===== src/rtl/vivaz_bus_ctrl.sv =====
// Vivaz display bus controller.
// Sequences the display reset pin after power-up or a soft reset, then serves 16-bit
// command/data writes on an 8080-style strobe interface. It can also park the bus to wait
// for a tearing-effect (TE) rising edge, with a timeout if no edge arrives.
// All state-carrying logic shares one 24-bit down-counter, and every output is a flop.

module vivaz_bus_ctrl #(
  parameter int unsigned WR_LOW_CYC     = 2,
  parameter int unsigned WR_HIGH_CYC    = 2,
  parameter int unsigned RST_LOW_CYC    = 1000,
  parameter int unsigned RST_WAIT_CYC   = 5000,
  parameter int unsigned TE_TIMEOUT_CYC = 1000000
) (
  input  logic        clk,
  input  logic        main_reset,
  input  logic        sw_reset,
  input  logic        cmd_valid,
  input  logic        cmd_is_data,
  input  logic [15:0] cmd_word,
  output logic        cmd_ready,
  input  logic        frame_req,
  output logic        frame_go,
  output logic        te_timeout,
  output logic        init_done,
  input  logic        vivaz_TE,
  output logic        vivaz_RESET,
  output logic        vivaz_RS,
  output logic        vivaz_WR,
  output logic [15:0] vivaz_D015
);

  localparam logic [2:0] StRstLow  = 3'd0;
  localparam logic [2:0] StRstWait = 3'd1;
  localparam logic [2:0] StIdle    = 3'd2;
  localparam logic [2:0] StWrLow   = 3'd3;
  localparam logic [2:0] StWrHigh  = 3'd4;
  localparam logic [2:0] StWaitTe  = 3'd5;

  localparam logic [23:0] WrLowCnt     = 24'(WR_LOW_CYC);
  localparam logic [23:0] WrHighCnt    = 24'(WR_HIGH_CYC);
  localparam logic [23:0] RstLowCnt    = 24'(RST_LOW_CYC);
  localparam logic [23:0] RstWaitCnt   = 24'(RST_WAIT_CYC);
  localparam logic [23:0] TeTimeoutCnt = 24'(TE_TIMEOUT_CYC);

  logic [2:0]  state_q, state_d;
  logic [23:0] cnt_q, cnt_d;
  logic        pend_q, pend_d;
  logic        init_done_q, init_done_d;
  logic        cmd_ready_q, cmd_ready_d;
  logic        frame_go_q, frame_go_d;
  logic        te_timeout_q, te_timeout_d;
  logic        reset_q, reset_d;
  logic        wr_q, wr_d;
  logic        rs_q, rs_d;
  logic [15:0] data_q, data_d;

  logic te_meta_q, te_sync_q, te_prev_q;
  logic te_rise;
  logic cnt_last;
  logic [23:0] cnt_dec;

  // TE is asynchronous to clk: two flops to resolve metastability, a third to find the edge.
  always_ff @(posedge clk or negedge main_reset) begin
    if (!main_reset) begin
      te_meta_q <= 1'b0;
      te_sync_q <= 1'b0;
      te_prev_q <= 1'b0;
    end else begin
      te_meta_q <= vivaz_TE;
      te_sync_q <= te_meta_q;
      te_prev_q <= te_sync_q;
    end
  end

  assign te_rise  = te_sync_q & ~te_prev_q;
  // Treat 0 like 1 so an out-of-range count can never wrap into a 2^24-cycle stall.
  assign cnt_last = (cnt_q <= 24'd1);
  assign cnt_dec  = cnt_q - 24'd1;

  // Next-state and next-output logic; outputs are computed one cycle ahead and registered.
  always_comb begin
    state_d      = state_q;
    cnt_d        = cnt_q;
    pend_d       = pend_q | (frame_req & init_done_q);
    init_done_d  = init_done_q;
    reset_d      = reset_q;
    wr_d         = wr_q;
    rs_d         = rs_q;
    data_d       = data_q;
    frame_go_d   = 1'b0;
    te_timeout_d = 1'b0;

    if (sw_reset) begin
      // Abort whatever is running, including a write with WR low.
      state_d     = StRstLow;
      cnt_d       = RstLowCnt;
      reset_d     = 1'b0;
      wr_d        = 1'b1;
      init_done_d = 1'b0;
      pend_d      = 1'b0;
    end else begin
      case (state_q)
        StRstLow: begin
          reset_d = 1'b0;
          wr_d    = 1'b1;
          if (cnt_last) begin
            state_d = StRstWait;
            cnt_d   = RstWaitCnt;
            reset_d = 1'b1;
          end else begin
            cnt_d = cnt_dec;
          end
        end

        StRstWait: begin
          if (cnt_last) begin
            state_d     = StIdle;
            init_done_d = 1'b1;
          end else begin
            cnt_d = cnt_dec;
          end
        end

        StIdle: begin
          // A pending frame request beats any offered word; cmd_ready is already low then.
          if (pend_q) begin
            state_d = StWaitTe;
            cnt_d   = TeTimeoutCnt;
            // A request arriving in this very cycle is kept for a later wait.
            pend_d  = frame_req & init_done_q;
          end else if (cmd_valid && cmd_ready_q) begin
            state_d = StWrLow;
            cnt_d   = WrLowCnt;
            wr_d    = 1'b0;
            data_d  = cmd_word;
            rs_d    = cmd_is_data;
          end
        end

        StWrLow: begin
          if (cnt_last) begin
            state_d = StWrHigh;
            cnt_d   = WrHighCnt;
            wr_d    = 1'b1;
          end else begin
            cnt_d = cnt_dec;
          end
        end

        StWrHigh: begin
          if (cnt_last) begin
            state_d = StIdle;
          end else begin
            cnt_d = cnt_dec;
          end
        end

        StWaitTe: begin
          // An edge in the final cycle still counts as a frame, not a timeout.
          if (te_rise) begin
            state_d    = StIdle;
            frame_go_d = 1'b1;
          end else if (cnt_last) begin
            state_d      = StIdle;
            te_timeout_d = 1'b1;
          end else begin
            cnt_d = cnt_dec;
          end
        end

        default: begin
          // Unused encodings recover through a full display reset.
          state_d     = StRstLow;
          cnt_d       = RstLowCnt;
          reset_d     = 1'b0;
          wr_d        = 1'b1;
          init_done_d = 1'b0;
          pend_d      = 1'b0;
        end
      endcase
    end

    cmd_ready_d = (state_d == StIdle) & init_done_d & ~pend_d;
  end

  // State, counter and registered outputs.
  always_ff @(posedge clk or negedge main_reset) begin
    if (!main_reset) begin
      state_q      <= StRstLow;
      cnt_q        <= RstLowCnt;
      pend_q       <= 1'b0;
      init_done_q  <= 1'b0;
      cmd_ready_q  <= 1'b0;
      frame_go_q   <= 1'b0;
      te_timeout_q <= 1'b0;
      reset_q      <= 1'b0;
      wr_q         <= 1'b1;
      rs_q         <= 1'b0;
      data_q       <= 16'h0000;
    end else begin
      state_q      <= state_d;
      cnt_q        <= cnt_d;
      pend_q       <= pend_d;
      init_done_q  <= init_done_d;
      cmd_ready_q  <= cmd_ready_d;
      frame_go_q   <= frame_go_d;
      te_timeout_q <= te_timeout_d;
      reset_q      <= reset_d;
      wr_q         <= wr_d;
      rs_q         <= rs_d;
      data_q       <= data_d;
    end
  end

  assign cmd_ready   = cmd_ready_q;
  assign frame_go    = frame_go_q;
  assign te_timeout  = te_timeout_q;
  assign init_done   = init_done_q;
  assign vivaz_RESET = reset_q;
  assign vivaz_RS    = rs_q;
  assign vivaz_WR    = wr_q;
  assign vivaz_D015  = data_q;

endmodule


===== config.mk =====
export PLATFORM = sky130hd
export DESIGN_NAME = vivaz_bus_ctrl
export DESIGN_NICKNAME = d
export VERILOG_FILES = /design/src/rtl/vivaz_bus_ctrl.sv
export SDC_FILE = /design/constraint.sdc
export NUM_CORES = 1
export LEC_CHECK = 0
export CORE_MARGIN = 2
export CORE_UTILIZATION = 54
export DETAILED_ROUTE_END_ITERATION = 10
export GPL_TIMING_DRIVEN = 0
export PLACE_DENSITY = 0.91
export REMOVE_ABC_BUFFERS = 1
export SLEW_MARGIN = 40
export SYNTH_ARGS = -nofsm -noshare
export SYNTH_HDL_FRONTEND = slang
export SYNTH_SLANG_ARGS = --single-unit
export TNS_END_PERCENT = 1

===== constraint.sdc =====
create_clock -name clk -period 3.2 [get_ports clk]
set_input_delay 0.64 -clock clk [delete_from_list [all_inputs] [get_ports clk]]
set_output_delay 0.64 -clock clk [all_outputs]
set_load 0.01 [all_outputs]

# Yosys cells after proc, flatten, opt, wreduce, memory -nomap -nowiden
# Index checks and enable logic that the tools add are counted.
# word_totals
reg_bits,54
input_bits,23
word_cells,84
# classes
n_eq_ne,13
magnitude_cmp,1
muxes,36
n_reduce_logical,10
n_bitwise,9
n_addsub,1
# ops
operator,count
24-bit two-way mux,7
24-bit case mux with 5 select lines,1
"24-bit by 1-bit <= comparator with 1-bit output, second input constant",1
"24-bit by 1-bit subtractor with 24-bit output, second input constant",1
3-bit two-way mux,7
1-bit two-way mux,16
3-bit case mux with 5 select lines,1
5-bit OR reduction,3
"3-bit inequality test, second input constant",4
"3-bit by 2-bit equality test with 1-bit output, second input constant",3
4-bit AND reduction,2
"3-bit equality test, second input constant",2
1-bit case mux with 2 select lines,3
1-bit bitwise AND,4
"2-bit by 1-bit inequality test with 1-bit output, second input constant",2
"4-bit inequality test, second input constant",1
1-bit NOT,4
"3-bit by 1-bit equality test with 1-bit output, second input constant",1
3-bit logical NOT,1
1-bit case mux with 3 select lines,1
3-bit OR reduction,1
2-bit AND reduction,1
2-bit OR reduction,1
1-bit logical AND,1
1-bit OR,1

# Logic depth before layout (Yosys ltp)
# depth
word_depth,8
depth_mapped,12
ltp_nobuf,10

# Worst setup path before layout
# OpenSTA, ideal clock, no wires.
# synth_path
kind,flip-flop to flip-flop
startpoint,reg cnt_q[4]
endpoint,reg cnt_q[18]
setup_ps,133
period_less_slack_ps,2653
stages_incl_launch_ff,11
n_path_buf,3
t_arrival_ps,2519
required_time_ps,3067
setup_slack_ps,547
cell_sequence,dfrtp_1 -> or4_4 -> nor3_4 -> and3_1 -> buf_6 -> mux2_4 -> or2_1 -> buf_6 -> o21ai_4 -> buf_6 -> o221ai_2
# synth_via
elab_chain_len,5
# synth_lines
item,line,text
from (decl),46,"logic [23:0] cnt_q, cnt_d;"
from (signal assigned),190,cnt_q <= RstLowCnt;
from (signal assigned),202,cnt_q <= cnt_d;
24-bit by 1-bit subtractor with 24-bit output or 24-bit by 1-bit <= comparator with 1-bit output (tied branches),"78, 77",
24-bit two-way mux,"116, 151, 163",
24-bit two-way mux,160,if (te_rise) begin
24-bit case mux with 5 select lines (*),102,case (state_q)
24-bit two-way mux (*),93,if (sw_reset) begin
# Every way passes the cells marked *; elsewhere a longest branch is shown, timed or not. The select of a mux whose other input is x is not followed.
# A chain may end at the register's enable or synchronous reset.

# Worst setup path after layout
# layout_path
startpoint,reg cnt_q[4]
endpoint,reg cnt_q[9]
# Same word-level chain as after synthesis.

==> reports/summary.json <==
{
  "status": "finished, final reports clean",
  "grt_max_degree": 37,
  "power.static_leakage_nw": 1.51,
  "cts.htree.levels": 2,
  "cts-root-to-sink-buffers": 2,
  "clkPwrFrac_pct": 32.4,
  "post-route-drc-count": 0,
  "fillCellCount": 378,
  "worstSkewPairLatency_ps": 320,
  "detail_route.wirelength_um": 7380,
  "ant_nets": 0,
  "post-synth-top-count-cell": "dfrtp_1",
  "timing.critical_path.required_ps": 3460,
  "finalNetCount": 363,
  "cts_made_buffers": 5,
  "layout-drive-gt1-share_pct": 17.4,
  "timing.critical_path.fanout_max": 13,
  "criticalPathCategory": "reg -> reg",
  "synthMuxAreaShare_pct": 7.01,
  "die_h_um": 77.9,
  "synth_async_sr_flop_share_pct": 100,
  "via_count": 2662,
  "grt_antenna_before_repair": 0,
  "synth.lib_cells_used.distinct": 60,
  "p_int_mw": 0.919,
  "setup_viol_count_final": 0,
  "cts_hold_repair.buffers": 0,
  "dieWidth_um": 77.9,
  "switching_power_of_the_nets_mw": 0.335,
  "fmax_mhz": 325,
  "count_of_placed_standard_cells_including_taps": 399,
  "synth_compound_gate_area_share_pct": 22.3,
  "fin_ws_ps": 124,
  "setup.worst_path.start_class": "register",
  "power.combinational.fraction_pct": 10.6,
  "antenna-diode-count": 0,
  "post_synth_xor_area_fraction_pct": 0,
  "timing.critical_path.slowest_stage_cell": "or4_4",
  "max-vdd-ir-drop_v": 0.000365,
  "post_synth_inst_count": 301,
  "design.die.area_mm2": 0.00606,
  "synth.area.top_cells": "dfrtp_1 (40%), mux2_2 (6.5%), dfstp_2 (6.2%), a21oi_1 (3.9%), nor2_1 (3.2%)",
  "core_region_area_mm2": 0.00517,
  "detail_route.first_pass.iterations": 5,
  "core.rowCount": 26,
  "timing.final.hold_violations": 0,
  "clk_skew_ps": 13.5,
  "areaGrowthSynthToFinish_pct": 20.4,
  "clk_pin_slew_worst_paths_ps": 110,
  "multi_input_area_mm2": 0.00144,
  "yosys.area.top_type": "dfrtp_1",
  "average_routed_wire_per_standard_cell_um": 18.0,
  "postSynthAreaPerCell_um2": 9.79,
  "p_sw_share_pct": 26.7,
  "placement.io_buffers": 45,
  "post_drt_via_cell_ratio": 6.51,
  "setup.worst_path.end_class": "register",
  "worst_ep_arrival_time_ps": 3340,
  "synth.yosys.warnings": 0,
  "dpl_worst_slack_ps": -214,
  "start_util_pct": 56.9,
  "finalCoreUtilization_pct": 68.6,
  "timing.slew.headroom_pct": 55.1,
  "number_of_global_route_vias_before_repair": 2706,
  "flop_pwr_share_pct": 57.0,
  "worstHoldPathType": "in -> async",
  "yosys.area_share.simple_pct": 17.8,
  "pwr_density_cell_mw_per_mm2": 353,
  "grtUsageTotal_pct": 25.4,
  "clock_sinks": 54,
  "most_instantiated_cells_after_synthesis": "dfrtp_1 (47), nor2_1 (25), a21oi_1 (23)",
  "cts_tree": "built",
  "share_of_synthesized_area_occupied_by_flip_flops_and_latches_pct": 46.2,
  "final-max-slew-violation-count": 0,
  "cts_root_buf": "clkbuf_8",
  "cp_slowest_stage_delay_ps": 580,
  "post-synth-top-area-fraction_pct": 39.9,
  "postSynthRegisterBits": 54,
  "drv_cap": 0,
  "ios": 46,
  "yosys.area_share.adder_pct": 0.850,
  "regArea_mm2": 0.00136,
  "synthFlopType": "dfrtp_1",
  "post-route-min-period_ps": 3080,
  "grt_pass1_wl_um": 12300,
  "hold_ws_ps": 175,
  "dpl.hpwl_um": 4970,
  "r2r_slack_ps": 120,
  "netlist_area_mm2": 0.00295,
  "post-route-period-util_pct": 96.1,
  "synth-edff-count": 0,
  "post_layout_nonfiller_instances": 409,
  "synth_top_family_by_area": "compound AO/OA/AOI/OAI gates",
  "place.gp.congestion": 0.912,
  "max_slew.worst_pin.slew_ps": 674,
  "ordered_list_of_cells_on_the_worst_path": "or4_4, nor3_4, and3_2, mux2_4, or2_1, nor2_4, o32a_1",
  "detail_route.iter0.violations": 341,
  "grt.overflow.total": 0
}
placed cells by master, fill, tap and decap left out, drive strengths merged, types with 3 or more instances in the layout:
master / netlist / layout
nand2b: 4 / 4
or3: 4 / 4
and3: 5 / 5
o2bb2ai: 4 / 4
nand4: 3 / 3
buf: 9 / 4
or2: 3 / 3
mux2: 18 / 18
dfstp: 7 / 7
o21ai: 9 / 9
nand2: 19 / 19
nor4: 6 / 6
o221ai: 3 / 3
o32a: 3 / 3
o22ai: 12 / 12
o21a: 4 / 4
a21oi: 23 / 23
a2bb2oi: 4 / 4
nor3: 11 / 11
inv: 19 / 20
clkdlybuf4s50: 0 / 44
nand3: 12 / 12
a22oi: 7 / 7
dfrtp: 47 / 47
a31oi: 3 / 3
clkbuf: 9 / 5
nor2: 26 / 26
nor3b: 3 / 3
power by group through the flow:
| stage | Clock (mW) | Sequential, mW | Combinational, mW |
|---|---|---|---|
| after floorplan | 0 | 0.722 | 0.0645 |
| after global placement | 0 | 0.725 | 0.120 |
| after detailed placement | 0 | 0.726 | 0.126 |
| after CTS | 0.408 | 0.712 | 0.128 |
| after global routing | 0.433 | 0.717 | 0.146 |
| final | 0.406 | 0.715 | 0.133 |
registers in the layout (all words and copies together), names as in the netlist:
register	count
te_prev_q	1
frame_go	1
vivaz_RS	1
state_q	3
cmd_ready	1
te_meta_q	1
pend_q	1
cnt_q	24
te_sync_q	1
vivaz_D015	16
vivaz_WR	1
te_timeout	1
init_done	1
vivaz_RESET	1
routing by layer:
metal | wire length [um] | global-route usage [%] | vias up
met4 | 156 | 10.5 | 0
li1 | - | - | 1186
met1 | 2930 | 32.5 | 1266
met2 | 3550 | 40.8 | 188
met5 | 0 | 0 | -
met3 | 743 | 6.63 | 22
worst max-delay path, delay by kind of cell (launching register included):
kind | cells | cell delay [ps]
compound gates | 1 | 230
flops | 1 | 440
mux | 1 | 350
simple gates | 5 | 1990
worst paths after layout:
kind	from	end	cells after the start
setup reg to reg	cnt_q[4]	cnt_q[9]	7
max in group asynchronous	main_reset	cnt_q[9]	2
setup / recovery	cnt_q[4]	cnt_q[9]	7
hold reg to reg	te_meta_q	te_sync_q	0
min in group clk	te_meta_q	te_sync_q	0
hold / removal	main_reset	te_timeout	1
cell type report:
class                   instances  share of cell area [%]
multi-input cells             210                    40.6
flip-flops and latches         54                    38.3
repair buffers                 48                    14.0
well taps                      70                    2.47
inverters                      19                    2.01
clock buffers                   5                    1.94
clock inverters                 3                   0.705
through the flow:
stage	TNS (ps)	cell area [um^2]	power [mW]
global route	-5.93	3550	1.30
detailed placement	-830	3410	0.852
finish	0	3550	1.25
CTS	0	3510	1.25
floorplan	0	2840	0.787
global placement	-13970	3380	0.845
cell families after synthesis:
logic type | count (synthesis)
AO/OA/AOI/OAI | 90
adder cells (fa/ha/maj) | 2
buffers and inverters | 37
flip-flops | 54
multiplexers | 18
AND/OR/NAND/NOR | 100
what timing repair did:
| item | in CTS | in global routing |
|---|---|---|
| buffers inserted | 0 | 1 |
| pin swaps | 0 | 1 |
| setup endpoints to repair | 18 | 19 |
| gates resized for setup | 2 | 1 |
(Power assumes the default switching activity.)
